==> config.mk <==
export PLATFORM = sky130hd
export DESIGN_NAME = pipe_adder
export DESIGN_NICKNAME = d
export VERILOG_FILES = /design/src/rtl/pipe_adder.sv
export SDC_FILE = /design/constraint.sdc
export NUM_CORES = 1
export LEC_CHECK = 0
export BUFFER_PORTS_ARGS = -buffer_cell sky130_fd_sc_hd__buf_4
export CORE_AREA = 2 2 106 148
export CTS_CLUSTER_SIZE = 14
export DETAILED_ROUTE_END_ITERATION = 16
export DIE_AREA = 0 0 108 150
export PLACE_DENSITY = 0.59
export SLEW_MARGIN = 5
export SYNTH_ARGS = -nofsm -noshare
export SYNTH_HDL_FRONTEND = slang
export SYNTH_SLANG_ARGS = --single-unit
export TNS_END_PERCENT = 30
==> constraint.sdc <==
create_clock -name clk_i -period 3.6 [get_ports clk_i]
set_input_delay 0.36 -clock clk_i [delete_from_list [all_inputs] [get_ports clk_i]]
set_output_delay 0.36 -clock clk_i [all_outputs]
set_load 0.02 [all_outputs]
==> src/rtl/pipe_adder.sv <==
// rtl/pipe_adder.sv - pipelined ripple-carry adder/subtractor with valid/ready handshake
//
// Purpose:
//   Splits a WIDTH-bit add into STAGES register-separated carry chunks of
//   CHUNK = ceil(WIDTH/STAGES) bits. Stage k adds bits [k*CHUNK +: CHUNK],
//   clipped to WIDTH. Stages whose chunk lies wholly above WIDTH forward their
//   data unchanged. A sideband tag travels with each operation. Backpressure
//   is applied stage by stage, so bubbles compress while the output is held.
//
//   Optional feature macro: PIPE_ADDER_FLAGS_EN adds the ovf_o, zero_o and
//   neg_o flag outputs. They are registered alongside sum_o.
//
// Ports:
//   clk_i        clock, rising edge
//   rst_ni       asynchronous active-low reset
//   flush_i      synchronous clear of all in-flight operations
//   in_valid_i   operands valid
//   in_ready_o   block can accept operands this cycle
//   a_i, b_i     operands A and B (WIDTH bits)
//   cin_i        carry-in; ignored when sub_i=1
//   sub_i        1 = A - B, 0 = A + B + cin
//   tag_i        sideband, returned unchanged in tag_o
//   out_valid_o  result valid
//   out_ready_i  consumer accepts result
//   sum_o        result modulo 2^WIDTH
//   cout_o       carry out of the MSB (subtract: 1 = no borrow)
//   tag_o        tag of the result
//   ovf_o        (flags only) signed two's-complement overflow
//   zero_o       (flags only) sum_o == 0
//   neg_o        (flags only) sum_o[WIDTH-1]

module pipe_adder #(
  parameter int WIDTH  = 24,
  parameter int STAGES = 3,
  parameter int TAG_W  = 4
) (
  input  logic             clk_i,
  input  logic             rst_ni,
  input  logic             flush_i,
  input  logic             in_valid_i,
  output logic             in_ready_o,
  input  logic [WIDTH-1:0] a_i,
  input  logic [WIDTH-1:0] b_i,
  input  logic             cin_i,
  input  logic             sub_i,
  input  logic [TAG_W-1:0] tag_i,
  output logic             out_valid_o,
  input  logic             out_ready_i,
  output logic [WIDTH-1:0] sum_o,
  output logic             cout_o,
  output logic [TAG_W-1:0] tag_o
`ifdef PIPE_ADDER_FLAGS_EN
  ,
  output logic             ovf_o,
  output logic             zero_o,
  output logic             neg_o
`endif
);

  localparam int CHUNK = (WIDTH + STAGES - 1) / STAGES;

  // Mask selecting bits [lo, lo+len) of a WIDTH-bit word.
  function automatic logic [WIDTH-1:0] chunk_mask(input int lo, input int len);
    logic [WIDTH-1:0] m;
    m = '0;
    for (int i = 0; i < WIDTH; i++) begin
      if (i >= lo && i < lo + len) begin
        m[i] = 1'b1;
      end
    end
    return m;
  endfunction

  // One valid bit per stage, gathered so each stage can see the occupancy of
  // everything downstream of it.
  logic [STAGES-1:0] valid_w;

  for (genvar k = 0; k < STAGES; k++) begin : g_stage
    localparam int LO  = k * CHUNK;
    localparam int LEN = (LO >= WIDTH) ? 0 :
                         ((WIDTH - LO < CHUNK) ? (WIDTH - LO) : CHUNK);

    logic [WIDTH-1:0] a_in;
    logic [WIDTH-1:0] b_in;
    logic [WIDTH-1:0] s_in;
    logic             c_in;
    logic             v_in;
    logic [TAG_W-1:0] t_in;

    logic [WIDTH-1:0] s_d;
    logic             c_d;
    logic             adv;

    logic [WIDTH-1:0] s_q;
    logic             c_q;
    logic             v_q;
    logic [TAG_W-1:0] t_q;

    // Stage 0 conditions the operands: subtract is A + ~B + 1.
    if (k == 0) begin : g_src
      assign a_in = a_i;
      assign b_in = sub_i ? ~b_i : b_i;
      assign c_in = sub_i | cin_i;
      assign s_in = '0;
      assign v_in = in_valid_i;
      assign t_in = tag_i;
    end else begin : g_src
      assign a_in = g_stage[k-1].g_fwd.a_q;
      assign b_in = g_stage[k-1].g_fwd.b_q;
      assign c_in = g_stage[k-1].c_q;
      assign s_in = g_stage[k-1].s_q;
      assign v_in = g_stage[k-1].v_q;
      assign t_in = g_stage[k-1].t_q;
    end

    if (LEN > 0) begin : g_add
      localparam logic [WIDTH-1:0] MASK = chunk_mask(LO, LEN);
      localparam logic [WIDTH:0]   CSEL = (WIDTH+1)'(1) << (LO + LEN);
      logic [WIDTH:0] add_full;
      // Operands outside the chunk are masked to zero, so the carry out of the
      // chunk lands exactly on bit LO+LEN of the widened sum.
      assign add_full = {1'b0, a_in & MASK} + {1'b0, b_in & MASK}
                      + ((WIDTH+1)'(c_in) << LO);
      assign s_d = (s_in & ~MASK) | (add_full[WIDTH-1:0] & MASK);
      assign c_d = |(add_full & CSEL);
    end else begin : g_add
      assign s_d = s_in;
      assign c_d = c_in;
    end

    // A stage may take new data when it or any stage downstream has a bubble,
    // or when the consumer is taking the result.
    assign adv        = out_ready_i | ~(&valid_w[STAGES-1:k]);
    assign valid_w[k] = v_q;

    always_ff @(posedge clk_i or negedge rst_ni) begin
      if (!rst_ni) begin
        v_q <= 1'b0;
        s_q <= '0;
        c_q <= 1'b0;
        t_q <= '0;
      end else begin
        if (flush_i) begin
          v_q <= 1'b0;
        end else if (adv) begin
          v_q <= v_in;
        end
        if (adv && v_in && !flush_i) begin
          s_q <= s_d;
          c_q <= c_d;
          t_q <= t_in;
        end
      end
    end

    // Operands are needed only by the stages that still have chunks to add.
    if (k < STAGES - 1) begin : g_fwd
      logic [WIDTH-1:0] a_q;
      logic [WIDTH-1:0] b_q;
      always_ff @(posedge clk_i or negedge rst_ni) begin
        if (!rst_ni) begin
          a_q <= '0;
          b_q <= '0;
        end else if (adv && v_in && !flush_i) begin
          a_q <= a_in;
          b_q <= b_in;
        end
      end
    end

`ifdef PIPE_ADDER_FLAGS_EN
    if (k == STAGES - 1) begin : g_flags
      logic ovf_q;
      logic zero_q;
      logic neg_q;
      logic msb_cin;
      // The carry into the MSB is recovered from the MSB sum bit and its operands.
      assign msb_cin = a_in[WIDTH-1] ^ b_in[WIDTH-1] ^ s_d[WIDTH-1];
      always_ff @(posedge clk_i or negedge rst_ni) begin
        if (!rst_ni) begin
          ovf_q  <= 1'b0;
          zero_q <= 1'b0;
          neg_q  <= 1'b0;
        end else if (adv && v_in && !flush_i) begin
          ovf_q  <= msb_cin ^ c_d;
          zero_q <= (s_d == '0);
          neg_q  <= s_d[WIDTH-1];
        end
      end
    end
`endif
  end

  assign in_ready_o  = g_stage[0].adv;
  assign out_valid_o = g_stage[STAGES-1].v_q;
  assign sum_o       = g_stage[STAGES-1].s_q;
  assign cout_o      = g_stage[STAGES-1].c_q;
  assign tag_o       = g_stage[STAGES-1].t_q;

`ifdef PIPE_ADDER_FLAGS_EN
  assign ovf_o  = g_stage[STAGES-1].g_flags.ovf_q;
  assign zero_o = g_stage[STAGES-1].g_flags.zero_q;
  assign neg_o  = g_stage[STAGES-1].g_flags.neg_q;
`endif

endmodule

==> impl_metrics.ini, run 1 <==
[timing]
holdWs_ns = -0.0141
fin_setup_tns_ns = 0
setup_viol = 0
skew_ns = 0.0198
min_period_ns = 2.36
relSlewSlack = 0.422
hold_viol = 7
fmax_mhz = 424
tightest_slew_ns = 0.863
rsz0062_at_grt = no
fin_crit_sh = 0.655
finalMaxSlewViolations = 0

[critical_path]
crit_fanout = 3
worstSetupEndpointType = register
crit_type = reg2reg
cp_num_buf_inv = 3
start_kind = register
crit_family = adder cells
setup.worst_path.start = g_stage[0].c_q
cpPeakStageDelay_ns = 0.41
worst_path_max_delay_cell = fa_1
reg2reg_from = g_stage[0].c_q
crit_chain = inv_1, fa_1, inv_1, ha_1, inv_1, fa_1, nor2b_1, o31a_1, o21a_1, nor3_1, o31ai_1
cp_data_arrival_time_ns = 2.65
required_ns = 3.90
crit_top_cell = inv_1

[grt]
grt_pass1_wl_um = 18300
antenna_found_initial = 0
grt_max_degree = 70
grt_overflow = 0
grt_pass1_vias = 3936
grtUsageTotal = 0.145

[run_status]
outcome = finished with violations
violations = negative hold slack

[floorplan]
die_width_um = 108
core_area_mm2 = 0.0149
io_pins = 90
die_h_um = 150
start_util = 0.372
die_area_mm2 = 0.0162
row_count = 53

[synthesis]
seq_area_frac_synth = 0.514
synth.most_common_cell = dfrtp_1
synth_common_cells = 114 x dfrtp_1, 99 x nand2_1, 50 x mux2_2, 45 x o21ai_0, 35 x ha_1
synth_flop_cell = dfrtp_1
synth.distinct_cells = 42
synth_top_area_frac = 0.514
synth-seq-cells = 114
avgSynthCellArea_um2 = 11.2
syn_nets = 597
yosysWarnings = 0
netlist_instances = 497
synth-edff-count = 0
synth_area_mm2 = 0.00555
post-synth-top-area-cell = dfrtp_1
async_flop_share = 1.00
synthTopCellsByArea = dfrtp_1 51%, mux2_2 10%, ha_1 7.9%, nand2_1 6.7%, o21ai_0 4.1%

[min_path]
hp-class = in2async

[clocking]
holdBufCountCts = 0
cts_root_buf = clkbuf_16
post_cts_resized = 0
clk_pin_slew_worst_paths_ns = 0.05
cts_buffers = 17
cts.htree.levels = 4
clock_latency_ns = 0.41
cts_tree = yes
cts_num_sinks = 114
cts_max_path_buffers = 2
post_cts_buffers = 0

[power]
power.density_mw_per_mm2 = 698
power_w = 0.00488
pwr-share-comb = 0.279
p_int_w = 0.00343
leakagePower_nw = 3.42
p_sw_frac = 0.298
seq_power_share = 0.375
peakVddDrop_v = 0.000302
switching_power_w = 0.00145
pwr-share-clk = 0.345

[layout]
drive_gt1_frac = 0.301
fillCellCount = 1396
fin_nets = 688
syn_to_final_growth_pct = 26.1
antenna-diode-count = 0

[flow_run]
maxCapViolations = 0

[place]
routabilityCongestion = 0.727
hpwl_um = 7730
io_buffers = 89

[drt]
drtIter0Drc = 99
wl_um = 10800
via_per_inst = 4.69
drc = 0
vias = 3719
wl_per_cell_um = 13.7
ant_nets = 0
drtPass1Iterations = 4
==> sequential cells by signal (all words and copies together), names as in the netlist <==
register and flops:
g_stage.g_fwd.a_q 24, g_stage.g_fwd.b_q 24, g_stage.s_q 24, sum_o 24, g_stage.t_q 8, tag_o 4
g_stage.c_q 2, g_stage.v_q 2, cout_o 1, out_valid_o 1
==> final timing paths <==
kind,end,slack (ns),cells after the start
worst min register to register,sum_o[5],0.46,2
worst max register to register,g_stage[1].s_q[15],1.24,11
max in group asynchronous,sum_o[13],2.84,2
min in group clk_i,g_stage[0].v_q,0.15,2
worst max-delay path,g_stage[1].s_q[15],1.24,11
worst min-delay path,g_stage[0].g_fwd.a_q[12],-0.01,1
==> through the flow <==
stage	setup slack, ns	std cells	utilization	cell area [µm²]	hold slack [ns]
floorplan	1.07	497	-	5550	0.0644
detailed placement	0.878	761	0.428	6390	0.444
global route	1.03	793	0.469	6990	0.0383
finish	1.24	793	0.469	6990	-0.0141
global placement	0.990	761	0.428	6390	0.433
CTS	1.21	793	0.469	6990	0.00748
==> power by group through the flow <==
stage | Sequential, W | Clock (W) | Combinational [W]
after floorplan | 0.00196 | 0 | 0.000770
final | 0.00183 | 0.00169 | 0.00136
after detailed placement | 0.00186 | 0 | 0.00138
after CTS | 0.00184 | 0.00173 | 0.00139
after global routing | 0.00188 | 0.00179 | 0.00154
after global placement | 0.00184 | 0 | 0.00135
==> layout by cell type (no fill, tap or decap), drive strengths merged, types with 7 or more instances in the layout <==
master / instances
a211oi: 7
clkinv: 8
ha: 35
inv: 19
xor2: 19
a21oi: 11
clkbuf: 21
buf: 93
nand2: 99
o21ai: 46
nor2: 11
xnor2: 15
dfrtp: 114
mux2: 50
==> per-layer routing <==
metal	wire, µm	vias to the layer above	track usage
li1	-	1871	-
met1	4590	1778	0.172
met2	5710	59	0.253
met3	363	11	0.0331
met4	167	0	0.0615
met5	0	-	0
==> layout make-up <==
type	count	area, µm²	share of cell area
Inverter	19	71.3	0.0102
Tap cell	192	240	0.0344
Timing Repair Buffer	93	711	0.102
Multi-Input combinational cell	343	2510	0.359
Clock inverter	11	134	0.0192
Clock buffer	21	470	0.0673
Sequential cell	114	2850	0.408
==> kinds of logic after synthesis <==
kind of cell             Yosys count  synth area share
multiplexers                      50             0.102
flip-flops                       114             0.514
buffers and inverters             40            0.0336
AO/OA/AOI/OAI                     88            0.0966
AND/OR/NAND/NOR                  130            0.0995
adder cells (fa/ha/maj)           41             0.101
XOR/XNOR                          34            0.0537
Power figures use the tool's default switching activity.
==> run 2: changes to the inputs <==
==> constraint.sdc (replaced) <==
create_clock -name clk_i -period 2.5 [get_ports clk_i]
set_input_delay 0.25 -clock clk_i [delete_from_list [all_inputs] [get_ports clk_i]]
set_output_delay 0.25 -clock clk_i [all_outputs]
set_load 0.02 [all_outputs]
==> impl_metrics.ini, run 2 (synthesized netlist as in run 1, its figures left out) <==
[floorplan]
die_area_mm2 = 0.0162
start_util = 0.372
die_width_um = 108
row_count = 53
die_h_um = 150
core_area_mm2 = 0.0149
io_pins = 90

[power]
switching_power_w = 0.00210
leakagePower_nw = 3.40
p_int_w = 0.00473
power.density_mw_per_mm2 = 979
peakVddDrop_v = 0.000417
p_sw_frac = 0.307
pwr-share-comb = 0.293
pwr-share-clk = 0.318
seq_power_share = 0.388

[layout]
syn_to_final_growth_pct = 25.8
drive_gt1_frac = 0.296
final_cell_mix = 114 x dfrtp_1, 99 x nand2_1, 92 x buf_4, 50 x mux2_2, 45 x o21ai_0
fin_nets = 691
antenna-diode-count = 0
final_common_cell = dfrtp_1
postLayoutCellArea_mm2 = 0.00698

[grt]
grt_pass1_vias = 3915
grtUsageMet1 = 0.177
top_usage_layer = met2
use_met3 = 0.0331
use_met2 = 0.256
grt_overflow = 0
antenna_found_initial = 0
grt_pass1_wl_um = 18700
grt_max_degree = 70
grtUsageTotal = 0.149

[critical_path]
crit_top_cell = inv_1
cp_data_arrival_time_ns = 2.60
crit_fanout = 3
worst_path_max_delay_cell = fa_1
crit_type = reg2reg
required_ns = 2.75
worstSetupEndpointType = register
crit_family = adder cells
cp_num_buf_inv = 3
cpPeakStageDelay_ns = 0.42
regToRegSetupSlack_ns = 0.14
start_kind = register
crit_chain = inv_1, fa_1, inv_1, ha_2, inv_1, fa_1, nor2b_2, o31a_2, o21ai_0, nand4b_1, o311ai_1

[timing]
finalMaxSlewViolations = 0
skew_ns = 0.00590
tightest_slew_ns = 0.842
fin_crit_sh = 0.943
min_period_ns = 2.36
fin_setup_tns_ns = 0
relSlewSlack = 0.439
rsz0062_at_grt = no
setup_viol = 0
hold_viol = 0
fmax_mhz = 424

[clocking]
clock_latency_ns = 0.40
clk_pin_slew_worst_paths_ns = 0.05
cts_num_sinks = 114
cts.htree.levels = 4
post_cts_buffers = 0
cts_buffers = 17
cts_root_buf = clkbuf_16
cts_max_path_buffers = 2
cts_tree = yes

[run_status]
outcome = finished clean

[flow_run]
maxCapViolations = 0

[drt]
wl_per_cell_um = 14.0
vias = 3796
drc = 0
via_per_inst = 4.77
drtPass1Iterations = 5
wl_um = 11100
drtIter0Drc = 82
ant_nets = 0

[min_path]
hp-class = in2reg

[place]
routabilityCongestion = 0.746
io_buffers = 89
hpwl_um = 7640
postPlaceCellArea_mm2 = 0.00643
[run 2: changes by cell type in the layout (fill, tap and decap cells not counted), moves of 2 or more]
cell | previous run | this run
bufinv_16 | 3 | 1
clkinv_2 | 7 | 5
buf_12 | 1 | 3
clkbuf_1 | 1 | 7
[run 2: layer usage]
layer	share of wire	up-vias
met5	0	-
met4	0.016	0
met3	0.040	15
met2	0.52	76
met1	0.42	1826
li1	-	1879
[run 2: cell type report]
class                   instances  area (µm²)
clock buffers                  26         479
clock inverters                 6        55.1
fillers                      1402        7950
inverters                      19        71.3
multi-input cells             343        2520
flip-flops and latches        114        2850
well taps                     192         240
repair buffers                 96         761
[run 2: final timing paths]
| check | from | to | depth (start not counted) |
|---|---|---|---|
| worst max-delay path | g_stage[1].c_q | sum_o[23] | 11 |
| worst min-delay path | flush_i | out_valid_o | 2 |
| worst max register to register | g_stage[1].c_q | sum_o[23] | 11 |
| worst min register to register | g_stage[1].s_q[2] | sum_o[2] | 2 |
| max in group asynchronous | rst_ni | sum_o[7] | 3 |
| min in group asynchronous | rst_ni | g_stage[0].g_fwd.a_q[13] | 2 |
[run 2: stage by stage]
step                cells  power (W)  setup slack [ns]  utilization  hold WS, ns
CTS                   796    0.00692             0.144        0.467       0.0344
detailed placement    763    0.00469             0.105        0.431        0.278
floorplan             497    0.00394            0.0784            -      -0.0456
global route          796    0.00730            0.0271        0.468       0.0495
global placement      763    0.00461             0.182        0.431        0.266
finish                796    0.00683             0.143        0.468       0.0466
[run 2: repair_timing]
action | 4_1_cts | 5_1_grt
endpoints found under the hold margin | 40 | 0
hold buffers | 1 | 0
gates resized for setup | 0 | 2
endpoints found under the setup margin | 0 | 1
[run 2: power groups by stage]
stage	Sequential, W	Clock (W)	Combinational, W
finish	0.00265	0.00217	0.00200
global route	0.00272	0.00232	0.00226
CTS	0.00266	0.00223	0.00203
detailed placement	0.00269	0	0.00200
global placement	0.00266	0	0.00194
floorplan	0.00283	0	0.00111
